==> config.mk <==
export PLATFORM = sky130hd
export DESIGN_NAME = mem_access_unit
export DESIGN_NICKNAME = d
export VERILOG_FILES = /design/src/rtl/mem_pkg.sv /design/src/rtl/lsu_lane_ops.sv /design/src/rtl/mem_access_unit.sv
export SDC_FILE = /design/constraint.sdc
export NUM_CORES = 1
export LEC_CHECK = 0
export CAP_MARGIN = 25
export CORE_UTILIZATION = 47
export CTS_CLUSTER_DIAMETER = 100
export DETAILED_ROUTE_END_ITERATION = 10
export PLACE_DENSITY = 0.82
export SYNTH_ARGS = -nofsm -noshare
export SYNTH_HDL_FRONTEND = slang
export SYNTH_SLANG_ARGS = --single-unit
export TNS_END_PERCENT = 30
==> constraint.sdc <==
create_clock -name clk -period 2.65 [get_ports clk]
set_input_delay 0.3975 -clock clk [delete_from_list [all_inputs] [get_ports clk]]
set_output_delay 0.3975 -clock clk [all_outputs]
set_load 0.02 [all_outputs]
==> src/rtl/mem_pkg.sv <==
// Shared encodings for the MEM-stage load/store unit: access sizes,
// FSM states and the word-alignment mask.
package mem_pkg;

  localparam logic [1:0] SZ_BYTE    = 2'b00;
  localparam logic [1:0] SZ_HALF    = 2'b01;
  localparam logic [1:0] SZ_WORD    = 2'b10;
  localparam logic [1:0] SZ_ILLEGAL = 2'b11;

  // Wide enough for any practical ADDR_W; users slice the low ADDR_W bits.
  localparam logic [63:0] WORD_ALIGN_MASK = 64'hFFFF_FFFF_FFFF_FFFC;

  typedef enum logic [0:0] {
    ST_IDLE   = 1'b0,
    ST_RMW_WR = 1'b1
  } lsu_state_e;

endpackage

==> src/rtl/lsu_lane_ops.sv <==
// Combinational lane logic: merges sub-word store data into a memory word
// and extracts/extends sub-word load data, honouring byte order.
module lsu_lane_ops
  import mem_pkg::*;
#(
  parameter bit LITTLE_ENDIAN = 1'b1
) (
  input  logic [31:0] mem_word,
  input  logic [31:0] wr_data,
  input  logic [1:0]  size,
  input  logic [1:0]  offset,
  input  logic        sign_ext,
  output logic [31:0] merged,
  output logic [31:0] extracted
);

  logic [1:0]  byte_sel_s;
  logic        half_sel_s;
  logic [4:0]  byte_sh_s;
  logic [4:0]  half_sh_s;
  logic [7:0]  byte_s;
  logic [15:0] half_s;

  // Lane selection, store merge and load extension; word size ignores offset.
  always_comb begin
    byte_sel_s = LITTLE_ENDIAN ? offset : ~offset;
    half_sel_s = LITTLE_ENDIAN ? offset[1] : ~offset[1];
    byte_sh_s  = {byte_sel_s, 3'b000};
    half_sh_s  = {half_sel_s, 4'b0000};
    byte_s     = mem_word[byte_sh_s +: 8];
    half_s     = mem_word[half_sh_s +: 16];
    merged     = mem_word;
    extracted  = 32'h0000_0000;
    case (size)
      SZ_BYTE: begin
        merged[byte_sh_s +: 8] = wr_data[7:0];
        extracted = {{24{sign_ext & byte_s[7]}}, byte_s};
      end
      SZ_HALF: begin
        merged[half_sh_s +: 16] = wr_data[15:0];
        extracted = {{16{sign_ext & half_s[15]}}, half_s};
      end
      SZ_WORD: begin
        merged    = wr_data;
        extracted = mem_word;
      end
      default: begin
        merged    = mem_word;
        extracted = 32'h0000_0000;
      end
    endcase
  end

endmodule

==> src/rtl/mem_access_unit.sv <==
// MEM-stage load/store unit in front of data_memory; sub-word stores use a
// 2-cycle read-modify-write. Define LSU_MISALIGN_TRAP_EN to fault on misalignment.
module mem_access_unit
  import mem_pkg::*;
#(
  parameter int ADDR_W        = 32,
  parameter bit LITTLE_ENDIAN = 1'b1
) (
  input  logic              clk,
  input  logic              reset_n,
  input  logic              valid_in,
  input  logic              mem_read,
  input  logic              mem_write,
  input  logic [1:0]        size,
  input  logic              sign_ext,
  input  logic [ADDR_W-1:0] addr,
  input  logic [31:0]       store_data,
  input  logic              flush,
  output logic              dmem_write,
  output logic [ADDR_W-1:0] dmem_address,
  output logic [31:0]       dmem_write_data,
  input  logic [31:0]       dmem_read_data,
  output logic [31:0]       load_data,
  output logic              load_valid,
  output logic              stall,
  output logic              access_fault
);

  lsu_state_e        state_r;
  logic [31:0]       merge_r;
  logic [ADDR_W-1:0] addr_r;
  logic [31:0]       load_data_r;
  logic              load_valid_r;
  logic              fault_r;

  logic              is_idle_s;
  logic              access_s;
  logic              misalign_s;
  logic              fault_s;
  logic              load_s;
  logic              store_s;
  logic              word_store_s;
  logic              sub_store_s;
  logic [ADDR_W-1:0] aligned_addr_s;
  logic [31:0]       merged_s;
  logic [31:0]       extracted_s;

  assign is_idle_s = (state_r == ST_IDLE);
  assign access_s  = is_idle_s & valid_in & ~flush & (mem_read | mem_write);

`ifdef LSU_MISALIGN_TRAP_EN
  assign misalign_s = ((size == SZ_HALF) & addr[0]) |
                      ((size == SZ_WORD) & (addr[1:0] != 2'b00));
`else
  assign misalign_s = 1'b0;
`endif

  assign fault_s      = access_s & ((size == SZ_ILLEGAL) | (mem_read & mem_write) | misalign_s);
  assign load_s       = access_s & ~fault_s & mem_read;
  assign store_s      = access_s & ~fault_s & mem_write;
  assign word_store_s = store_s & (size == SZ_WORD);
  assign sub_store_s  = store_s & (size != SZ_WORD);

  assign aligned_addr_s = addr & WORD_ALIGN_MASK[ADDR_W-1:0];

  lsu_lane_ops #(
    .LITTLE_ENDIAN(LITTLE_ENDIAN)
  ) u_lane_ops (
    .mem_word (dmem_read_data),
    .wr_data  (store_data),
    .size     (size),
    .offset   (addr[1:0]),
    .sign_ext (sign_ext),
    .merged   (merged_s),
    .extracted(extracted_s)
  );

  // Gated by reset_n so a write in flight is dropped the instant reset asserts.
  assign dmem_write      = reset_n & (~is_idle_s | word_store_s);
  assign stall           = reset_n & sub_store_s;
  assign dmem_address    = is_idle_s ? aligned_addr_s : addr_r;
  assign dmem_write_data = is_idle_s ? store_data : merge_r;

  assign load_data    = load_data_r;
  assign load_valid   = load_valid_r;
  assign access_fault = fault_r;

  // Control FSM plus registered load result, fault pulse and merge buffer.
  always_ff @(posedge clk or negedge reset_n) begin
    if (!reset_n) begin
      state_r      <= ST_IDLE;
      merge_r      <= 32'h0000_0000;
      addr_r       <= '0;
      load_data_r  <= 32'h0000_0000;
      load_valid_r <= 1'b0;
      fault_r      <= 1'b0;
    end else begin
      load_valid_r <= load_s;
      fault_r      <= fault_s;
      if (load_s) begin
        load_data_r <= extracted_s;
      end
      case (state_r)
        ST_IDLE: begin
          if (sub_store_s) begin
            merge_r <= merged_s;
            addr_r  <= aligned_addr_s;
            state_r <= ST_RMW_WR;
          end
        end
        ST_RMW_WR: state_r <= ST_IDLE;
        default:   state_r <= ST_IDLE;
      endcase
    end
  end

endmodule

# Word-level counts from Yosys, hierarchy flattened
# Cells that the tools add are included.
# classes
n_addsub	2
eq_ne	4
shift	6
n_mux	8
n_bitwise	20
n_reduce_logical	2
# op_table
operator	count
$pmux W32 S3	2
$bwmux W32	2
$mux W32	2
$shift A16 B7 Y32 const A	1
$shift A8 B7 Y32 const A	1
$shiftx A16 B7 Y32	1
$shiftx A32 B6 Y16	1
$shiftx A32 B6 Y8	1
$shiftx A8 B7 Y32	1
$and A1 B1 Y1	14
$neg A5 Y7	2
$eq A2 B2 Y1 const B	2
$not A1 Y1	3
$or A1 B1 Y1	3
$eq A2 B1 Y1 const B	1
$logic_not A2 Y1	1
$ne A2 B2 Y1 const B	1
$pmux W1 S2	1
$reduce_and A2 Y1	1
$mux W1	1
# totals
regBits	97
in_bits	105
output_inout_bits	100
word_cells	48

# Depth between registers and ports, before layout
# logic_depth
word_depth	11
mapped_depth	9

# By module
# A second synthesis with hierarchy kept.
# hier_totals
hier_cells	561
hier_area_um2	6446.2
# by_module_without_submodules
mod	n_inst	cells_each	area_each_um2	seq_area_each_um2
mem_access_unit	1	288	4510.6	2427.3
lsu_lane_ops	1	273	1935.6	0.0

# Worst setup path after synthesis
# No wires, ideal clock.
# synth_path
path_kind	input to register
startpoint	input addr[1]
endpoint	register merge_r[15]
setup_ps	82
arrival_time_ps	2296
required_time_ps	2568
path_slack_ps	272
path_stages	9
cell_sequence	buf_2 -> clkbuf_1 -> inv_1 -> ha_1 -> nor3b_2 -> and3_1 -> buf_1 -> nand2_1 -> a31oi_1
# synth_via
elab_chain_len	4
elab_cells_between_ends	9
# synth_rtl
element	line_no	text
start, declared	mem_access_unit.sv:16	input logic [ADDR_W-1:0] addr,
$neg A5 Y7 (on tied branches)	lsu_lane_ops.sv:40, lsu_lane_ops.sv:36	
$shiftx A16 B7 Y32, or another cell as far along	lsu_lane_ops.sv:40	merged[half_sh_s +: 16] = wr_data[15:0];
$bwmux W32 (on tied branches)	lsu_lane_ops.sv:40, lsu_lane_ops.sv:36	
$pmux W32 S3 (*)	lsu_lane_ops.sv:34	case (size)
end signal, assigned	mem_access_unit.sv:106	merge_r <= merged_s;
end, declared	mem_access_unit.sv:30	logic [31:0] merge_r;
# Mark *: on every way between the ends. The rest lies on a longest branch, timed or not.
# A chain may end at the register's enable or synchronous reset.

# Final worst setup path
# layout_path
startpoint	register state_r
endpoint	output dmem_address[8]
# layout_via
elab_chain_len	1
# layout_rtl
element	line_no	text
start, declared	mem_access_unit.sv:29	lsu_state_e state_r;
start signal, assigned	mem_access_unit.sv:91	state_r <= ST_IDLE;
start signal, assigned	mem_access_unit.sv:108	state_r <= ST_RMW_WR;
start signal, assigned	mem_access_unit.sv:111	ST_RMW_WR: state_r <= ST_IDLE;
$mux W32	mem_access_unit.sv:81	assign dmem_address = is_idle_s ? aligned_addr_s : addr_r;
end, declared	mem_access_unit.sv:20	output logic [ADDR_W-1:0] dmem_address,
# Every way passes these cells.

==> impl_metrics.csv <==
group,metric,value,unit
power,clkPwrFrac,26.5,%
timing,hold_viol_final,0,
clock_network,clk_pin_slew,0.06,ns
timing,fin_setup_tns,0,ns
critical_path,reg2reg_setup_slack,0.34,ns
critical_path,endpoint_kind,"output pin",
critical_path,path_class,"flop to output pin",
drt,ant_nets,0,
critical_path,startpoint_type,"flop",
clock_network,postCtsSetupRepairBufs,0,
timing,worstMarginPinSlew,0.803,ns
power,pwr-share-seq,41.4,%
power,p_per_area,564,mW/mm²
yosys,yosysUniqueCellTypes,45,
critical_path,slowest_delay,0.55,ns
floorplan,ios,205,
drt,remaining_drc_errors,0,
status,outcome,"finished, final reports clean",
yosys,synth_cells,687,
yosys,synthFlopType,"dfrtp_1",
critical_path,cp_cell_sequence,"clkbuf_8 > mux2_2 > clkdlybuf4s50_1",
clock_network,cts_buffers,9,
grt,grt_pass1_vias,6004,
critical_path,rr_startpoint,"state_r",
final_layout,syn_to_final_growth,41.9,%
clock_network,cts_tree,"yes",
drt,num_vias,6107,
critical_path,r2r_cells,5,
timing,fin_ws,0.0834,ns
grt,track_usage,30.2,%
yosys,yosysTopAreaCellShare,40.2,%
yosys,synthArstFlopShare,100,%
clock_network,cts_buffer_depth,2,
clock_network,cts_root_buf,"clkbuf_16",
placement,portBuffers,202,
power,power.switching,1.52,mW
final_layout,fin_nets,993,
final_layout,fin_area,0.00857,mm²
critical_path,worstPathArrival,2.17,ns
power,total_power,4.83,mW
placement,dpl_cell_area,0.00828,mm²
drt,wire_per_inst,18.7,µm
clock_network,cts.sinks,97,
clock_network,htreeDepth,3,
timing,max_slew_margin,46.5,%
timing,finalCritPeriodShare,96.9,%
timing,skew,0.00711,ns
power,p_leak,3.67,nW
placement,dp.cells,1044,
yosys,yosys.area.top_type,"dfrtp_1",
yosys,ys_seq_area_share,40.2,%
final_layout,n_antenna_cell,0,
placement,dp_hpwl,14.4,mm
timing,setup-violations-final,0,
final_layout,drive_above_1_share,16.4,%
floorplan,num_rows,41,
clock_network,clock_latency,0.35,ns
critical_path,r2r-end,"merge_r[7]",
critical_path,crit_fanout,63,
yosys,synth.avg_cell_area,8.79,µm²
drt,via_per_inst,5.77,
timing,drv_slew,0,
drt,wl,19.8,mm
flow_run,drv_cap,0,
power,swShare,31.4,%
critical_path,critical_path_required,2.25,ns
grt,grt_pass1_wl,30.8,mm
power,combPwrFrac,32.1,%
power,vdd_drop_max,0.000278,V
floorplan,core,0.0126,mm²
clock_network,cts_hold_buf,0,
yosys,synth_seq_cells,97,
timing,min_period,2.57,ns
critical_path,crit_slowest_cell,"clkdlybuf4s50_1",
timing,rsz0062_at_grt,"false",
placement,place_ws,-0.301,ns
grt,grt_overflow,0,
floorplan,die_w,115,µm
timing,fmax,390,MHz
yosys,synth-edff-count,0,
grt,grt_max_degree,82,
final_layout,instances_no_fill,1058,
floorplan,die_y,115,µm
drt,drt_iter0_markers,453,
min_path,hold_path.class,"input pin to asynchronous set/reset pin",
drt,dr.pass1.iters,5,
floorplan,initial_core_util,48.1,%
floorplan,die_area,0.0133,mm²
yosys,synth.area.top_cells,"dfrtp_1, mux2_2, nand2_1",
yosys,syn_area,0.00604,mm²
placement,routabilityCongestion,0.884,
power,p_int,3.32,mW
yosys,yosysWarnings,0,
grt,antenna_found_initial,0,
## through the flow
step | hold slack, ns | utilization [%]
floorplan | 0.102 | -
global placement | 0.452 | 65.9
detailed placement | 0.461 | 65.9
CTS | 0.114 | 68.3
global route | 0.148 | 68.2
finish | 0.101 | 68.2
## critical path: cells and delay by family, from the launching register on
kind,cells,cell delay (ns)
multiplexers,1,0.40
flip-flops,1,0.38
buffers and inverters,2,0.97
## cell families (layout without fill, tap and decap cells)
| family | count (synthesis) | in the layout | synth area share (%) |
|---|---|---|---|
| AO/OA/AOI/OAI | 165 | 165 | 19.2 |
| adder cells (fa/ha/maj) | 5 | 5 | 1.04 |
| buffers and inverters | 68 | 266 | 5.14 |
| flip-flops | 97 | 97 | 40.2 |
| multiplexers | 83 | 83 | 15.1 |
| other | 1 | 2 | 0.0621 |
| AND/OR/NAND/NOR | 268 | 268 | 19.3 |
## flip-flops by register name, summed over array words and instances (netlist names)
| signal | count |
|---|---|
| access_fault | 1 |
| addr_r | 30 |
| load_data | 32 |
| load_valid | 1 |
| merge_r | 32 |
| state_r | 1 |
## cells in the final DEF (no fill, tap or decap), drive strengths merged, types with 11 or more instances in the layout
cell	netlist	layout
clkbuf	29	14
nor2	36	36
dfrtp	97	97
a31o	12	12
o21ai	17	17
nand2	164	164
a31oi	12	12
buf	25	40
nand2b	11	11
a22o	27	27
mux2i	17	17
clkdlybuf4s50	0	197
nand3	30	30
a21oi	54	54
inv	12	13
mux2	66	66
## Yosys cell counts (13+ instances only)
master      n
a21oi_1    54
a22o_1     27
buf_2      13
clkbuf_1   29
dfrtp_1    97
mux2_2     66
mux2i_1    17
nand2_1   164
nand3_1    30
nor2_1     36
o21ai_0    16
## final cells by class
cell class                 instances  area, µm²
fill                            1040       3990
multi-input combinational        523       3310
sequential                        97       2430
timing repair buffer             238       2280
clock buffer                      13        280
tap                              172        215
inverter                          14       53.8
clock inverter                     1       8.76
## power groups by stage
stage               Clock (mW)  Combinational, mW  Sequential, mW
CTS                       1.29               1.55            2.00
finish                    1.28               1.55            2.00
detailed placement           0               1.54            2.02
global placement             0               1.50            2.01
floorplan                    0              0.652            2.11
global route              1.35               1.67            2.03
## worst max path at each step
stage	startpoint	to	slack, ns
2_1_floorplan	addr[1]	merge_r[15]	0.27
3_3_place_gp	valid_in	stall	-0.31
3_5_place_dp	valid_in	stall	-0.30
4_1_cts	valid_in	stall	0.03
5_1_grt	state_r	dmem_address[10]	0.03
6_report	state_r	dmem_address[8]	0.08
## what timing repair did
item / in CTS / in global routing
pin swaps: 0 / 0
gates resized for setup: 4 / 2
endpoints found under the setup margin: 63 / 2
## layer usage
metal	track usage, %	vias up	routed length [µm]
li1	-	2812	-
met1	39.4	2932	8190
met2	48.3	296	9350
met3	4.90	67	1350
met4	16.4	0	863
met5	0	-	0
Note: power is estimated with default switching activity, not from simulation.
